==> src/rtl/unpacked_lane_collector_if.sv <==
// Handshake bundle for the lane collector: word stream in, unpacked lane frame out.
interface unpacked_lane_collector_if #(
    parameter int M  = 2,
    parameter int W  = 1,
    parameter int CW = 16
);
    logic          in_valid;
    logic          in_ready;
    logic [W-1:0]  in_data;
    logic          out_valid;
    logic          out_ready;
    logic [W-1:0]  out_data [M];
    logic [CW-1:0] frames_out;

    modport master (
        output in_valid, in_data, out_ready,
        input  in_ready, out_valid, out_data, frames_out
    );

    modport slave (
        input  in_valid, in_data, out_ready,
        output in_ready, out_valid, out_data, frames_out
    );
endinterface

==> src/rtl/unpacked_lane_collector.sv <==
// Assembles M consecutive W-bit words into an unpacked lane frame; a collect
// buffer plus an output register give two frames of slack under backpressure.
module unpacked_lane_collector #(
    parameter int M  = 2,
    parameter int W  = 1,
    parameter int CW = 16
) (
    input  logic                     clock,
    input  logic                     rstn,
    input  logic                     clear,
    unpacked_lane_collector_if.slave bus
);
    localparam int              CNTW     = $clog2(M + 1);
    localparam logic [CNTW-1:0] LAST_IDX = CNTW'(M - 1);
    localparam logic [CNTW-1:0] FULL_CNT = CNTW'(M);

    logic [CNTW-1:0] cnt;
    logic [W-1:0]    coll   [M];
    logic [W-1:0]    outReg [M];
    logic            outValid;
    logic [CW-1:0]   frameCount;

    logic inReady;
    logic accept;
    logic slotFree;
    logic outFire;
    logic loadDirect;
    logic loadPending;
    logic frameLoad;

    // in_ready looks only at the registered count, never at out_ready.
    assign inReady     = (cnt != FULL_CNT);
    assign accept      = bus.in_valid & inReady;
    assign slotFree    = ~outValid | bus.out_ready;
    assign outFire     = outValid & bus.out_ready;
    assign loadDirect  = accept & (cnt == LAST_IDX) & slotFree;
    assign loadPending = (cnt == FULL_CNT) & slotFree;
    assign frameLoad   = loadDirect | loadPending;

    // NOTE: non-blocking assignments so every register samples pre-edge values.
    always_ff @(posedge clock or negedge rstn) begin
        if (!rstn) begin
            cnt        <= '0;
            outValid   <= 1'b0;
            frameCount <= '0;
        end else if (clear) begin
            cnt        <= '0;
            outValid   <= 1'b0;
            frameCount <= '0;
        end else begin
            if (outFire)
                frameCount <= frameCount + 1'b1;

            if (frameLoad)
                outValid <= 1'b1;
            else if (outFire)
                outValid <= 1'b0;

            if (frameLoad)
                cnt <= '0;
            else if (accept)
                cnt <= cnt + 1'b1;
        end
    end

    // NOTE: lane storage is reset because the zeroed frame is visible on out_data.
    always_ff @(posedge clock or negedge rstn) begin
        if (!rstn) begin
            for (int k = 0; k < M; k++) begin
                coll[k]   <= '0;
                outReg[k] <= '0;
            end
        end else if (!clear) begin
            if (accept) begin
                for (int k = 0; k < M; k++) begin
                    if (cnt == CNTW'(k))
                        coll[k] <= bus.in_data;
                end
            end

            // A direct load bypasses coll for the last lane of the frame.
            if (loadDirect) begin
                for (int k = 0; k < M - 1; k++)
                    outReg[k] <= coll[k];
                outReg[M-1] <= bus.in_data;
            end else if (loadPending) begin
                for (int k = 0; k < M; k++)
                    outReg[k] <= coll[k];
            end
        end
    end

    assign bus.in_ready   = inReady;
    assign bus.out_valid  = outValid;
    assign bus.out_data   = outReg;
    assign bus.frames_out = frameCount;
endmodule

==> src/flat_wrapper.sv <==
// flat-port wrapper written by rule: the top's interface ports become plain ports
module unpacked_lane_collector_flat 
#(
    parameter int M  = 2,
    parameter int W  = 1,
    parameter int CW = 16
)
  (clock, rstn, clear, bus_in_valid, bus_in_data, bus_out_ready, bus_in_ready, bus_out_valid, bus_out_data, bus_frames_out);
  unpacked_lane_collector_if #(.M(M), .W(W), .CW(CW)) bus_i ();
  input  logic clock;
  input  logic rstn;
  input  logic clear;
  input wire logic [$bits(bus_i.in_valid)-1:0] bus_in_valid;
  input wire logic [$bits(bus_i.in_data)-1:0] bus_in_data;
  input wire logic [$bits(bus_i.out_ready)-1:0] bus_out_ready;
  output wire logic [$bits(bus_i.in_ready)-1:0] bus_in_ready;
  output wire logic [$bits(bus_i.out_valid)-1:0] bus_out_valid;
  output wire logic [$bits(bus_i.out_data)-1:0] bus_out_data;
  output wire logic [$bits(bus_i.frames_out)-1:0] bus_frames_out;
  assign bus_i.in_valid = bus_in_valid;
  assign bus_i.in_data = bus_in_data;
  assign bus_i.out_ready = bus_out_ready;
  assign bus_in_ready = bus_i.in_ready;
  assign bus_out_valid = bus_i.out_valid;
  assign bus_out_data = {>>{bus_i.out_data}};
  assign bus_frames_out = bus_i.frames_out;
  unpacked_lane_collector #(.M(M), .W(W), .CW(CW)) u_core (.clock(clock), .rstn(rstn), .clear(clear), .bus(bus_i));
endmodule
==> config.mk <==
export PLATFORM = sky130hd
export DESIGN_NAME = unpacked_lane_collector_flat
export DESIGN_NICKNAME = d
export VERILOG_FILES = /design/src/rtl/unpacked_lane_collector_if.sv /design/src/rtl/unpacked_lane_collector.sv /design/src/flat_wrapper.sv
export SDC_FILE = /design/constraint.sdc
export NUM_CORES = 1
export LEC_CHECK = 0
export CELL_PAD_IN_SITES_DETAIL_PLACEMENT = 0
export CELL_PAD_IN_SITES_GLOBAL_PLACEMENT = 2
export CORE_MARGIN = 2
export CORE_UTILIZATION = 27
export CTS_CLUSTER_SIZE = 40
export DETAILED_ROUTE_END_ITERATION = 6
export PLACE_DENSITY_LB_ADDON = 0.1
export SKIP_LAST_GASP = 1
export SYNTH_ARGS = -nofsm -noshare
export SYNTH_HDL_FRONTEND = slang
export SYNTH_SLANG_ARGS = --single-unit
==> constraint.sdc <==
create_clock -name clock -period 1.5 [get_ports clock]
set_input_delay 0.45 -clock clock [delete_from_list [all_inputs] [get_ports clock]]
set_output_delay 0.45 -clock clock [all_outputs]
set_load 0.1 [all_outputs]
==> flow_summary.ini <==
[status]
outcome = finished with violations
violations = negative setup slack

[die]
die_y_um = 69.5
die_width_um = 69.5
core_mm2 = 0.00406
start_util = 0.285
ios = 26
die_area_mm2 = 0.00483
core.rowCount = 23

[clocking]
cts_tree = built
cts_buffers = 3
h-tree-depth = 1
clk_path_buf_depth = 2
cts.sinks = 23
clk_pin_slew_ns = 0.08
clock_latency_ns = 0.26
cts-root-buf = clkbuf_8

[place]
hpwl_mm = 2.13
placed_cell_area_mm2 = 0.00195
placed_cells = 214
place.gp.congestion = 0.797
io_buffers = 25

[sta]
min_period_over_period = 1.07
maxSlewHeadroom = 0.798
finalHoldViolations = 0
report.final.slew_viol_count = 0
setup_viol = 8
final.setup.tns_ns = -0.404
fmax_ghz = 0.625
fin_crit_ns = 1.60
rsz0062_at_grt = yes
setup_ws_ns = -0.101
tightest_slew_ns = 0.300
finalClockSkew_ns = 0.00509

[final_layout]
n_antenna_cell = 0
finalNonFillerCells = 232
layout.nets = 193
area_growth_pct = 90.2
fin_area_mm2 = 0.00220
fin_util = 0.542
drive_above_1_share = 0.549

[drt]
detail_route.wl_per_cell_um = 12.8
vias = 1067
drt_iter0_markers = 27
drtPass1Iterations = 2
wl_mm = 2.97
vias_per_cell = 4.60
drc = 0
drtAntennaViolNets = 0

[global_route]
grt_start_max_net_pins = 24
track_usage = 0.134
grt.overflow.total = 0
first_global_vias = 1127
antenna_found_initial = 0
grt_pass1_wl_mm = 5.22

[power_and_ir_drop]
total_power_mw = 1.87
ir_worst_vdd_uv = 1260
p_leak_nw = 0.891
power.density_mw_per_mm2 = 851

[critical_path]
path_class = register to register
crit_required_ns = 1.70
crit_fanout = 4
crit_path_end_kind = register
arrival_ns = 1.80
crit_path_start_kind = register

[synth]
ys_ff_latch = 23
syn-cell-area_mm2 = 0.00116
ys_seq_area_frac = 0.497
avgSynthCellArea_um2 = 9.89
synth_cell_types = 29
synthCells = 117
yosysWarnings = 0
syn_nets = 127

[worst_hold_path]
hold_path_class = register to register

[run]
timing.max_cap.violations = 0
[metal layers]
layer,vias up,track usage,wire (µm)
met5,-,0,0
met4,0,0.0436,31
met3,4,0.0378,110
met2,18,0.217,1400
met1,514,0.173,1430
li1,531,-,-
[per-stage QoR]
| step | hold WS (ns) | setup WS [ns] |
|---|---|---|
| final | 0.510 | -0.101 |
| after global routing | 0.526 | -0.153 |
| after CTS | 0.516 | -0.129 |
| after detailed placement | 0.497 | -0.707 |
| after global placement | 0.489 | -0.656 |
| after floorplan | 0.154 | -0.358 |
[path summary, 6_finish.rpt]
path | from | to | slack (ns) | depth (start not counted)
setup / recovery | u_core.bus.out_valid | u_core.bus.frames_out[15] | -0.10 | 4
hold / removal | u_core.coll[1] | u_core.bus.out_data[1] | 0.51 | 1
setup reg to reg | u_core.bus.out_valid | u_core.bus.frames_out[15] | -0.10 | 4
hold reg to reg | u_core.coll[1] | u_core.bus.out_data[1] | 0.51 | 1
max in group asynchronous | rstn | u_core.bus.frames_out[1] | 0.80 | 2
min in group asynchronous | rstn | u_core.cnt[1] | 0.53 | 2
[logic make-up after synthesis]
family,count (synthesis),synth area share
AOI/OAI and AO/OA,15,0.0670
xor gates and xnor gates,11,0.0832
adders and majority gates,4,0.0432
buffers and inverters,9,0.0324
DFF,23,0.497
muxes,4,0.0378
and+or+nand+nor,51,0.239
[repair_timing]
| item | CTS | global route |
|---|---|---|
| buffers inserted | 8 | 6 |
| endpoints found under the setup margin | 26 | 26 |
| endpoints found under the hold margin | 0 | 0 |
| hold buffers | 0 | 0 |
| resized for setup | 15 | 14 |
| pin swaps | 2 | 4 |
[report_power, final]
| group | total (mW) | internal (mW) | leakage [nW] | switching, mW |
|---|---|---|---|---|
| clock network | 0.388 | 0.190 | 0.0228 | 0.198 |
| registers | 0.746 | 0.689 | 0.287 | 0.0571 |
| logic | 0.738 | 0.311 | 0.581 | 0.426 |
| total | 1.87 | 1.19 | 0.891 | 0.682 |
[synth_stat cells (all sizes together)]
| cell type | instances | area share |
|---|---|---|
| clkbuf | 1 | 0.0032 |
| nor2b | 2 | 0.011 |
| mux2 | 3 | 0.029 |
| nand4 | 2 | 0.016 |
| or2b | 1 | 0.0076 |
| dfrtp | 23 | 0.50 |
| a21oi | 10 | 0.043 |
| buf | 1 | 0.0065 |
| o21ai | 4 | 0.017 |
| inv | 7 | 0.023 |
| nor3 | 5 | 0.022 |
| nor4 | 3 | 0.016 |
| xor2 | 1 | 0.0076 |
| or3 | 6 | 0.038 |
| ha | 4 | 0.043 |
| nor2 | 14 | 0.045 |
| o31ai | 1 | 0.0065 |
| or4 | 1 | 0.0065 |
| and4 | 1 | 0.0076 |
| and2b | 1 | 0.0076 |
| nand3 | 6 | 0.026 |
| xnor2 | 10 | 0.076 |
| nor4b | 1 | 0.0076 |
| mux2i | 1 | 0.0086 |
| nand2 | 8 | 0.028 |
[placed cells by master (no fill, tap or decap), types with 5 or more instances in the layout]
cell type   n
a21oi_1     6
buf_12     21
buf_4      27
buf_6      10
dfrtp_1    11
dfrtp_4    12
inv_1       5
nand2_1     7
nor2_1     14
xnor2_1    10
[registers in the layout, summed over array words and instances (netlist names)]
signal	cells
u_core.bus.out_valid	1
u_core.bus.frames_out	16
u_core.coll	2
u_core.bus.out_data	2
u_core.cnt	2
[worst max-delay path, cell delays in order (launching register included)]
cell and delay [ns]:
dfrtp_4 0.44, nand4_4 0.10, or3_4 0.39, or4_4 0.49, a21oi_2 0.12
[cell type report]
cell class / count / area, µm²
timing repair buffer: 63 / 786
sequential: 23 / 621
multi-input combinational: 85 / 657
fill: 351 / 1860
clock buffer: 4 / 45.0
inverter: 7 / 30.0
tap: 50 / 62.6
Note: power is estimated with default switching activity, not from simulation.
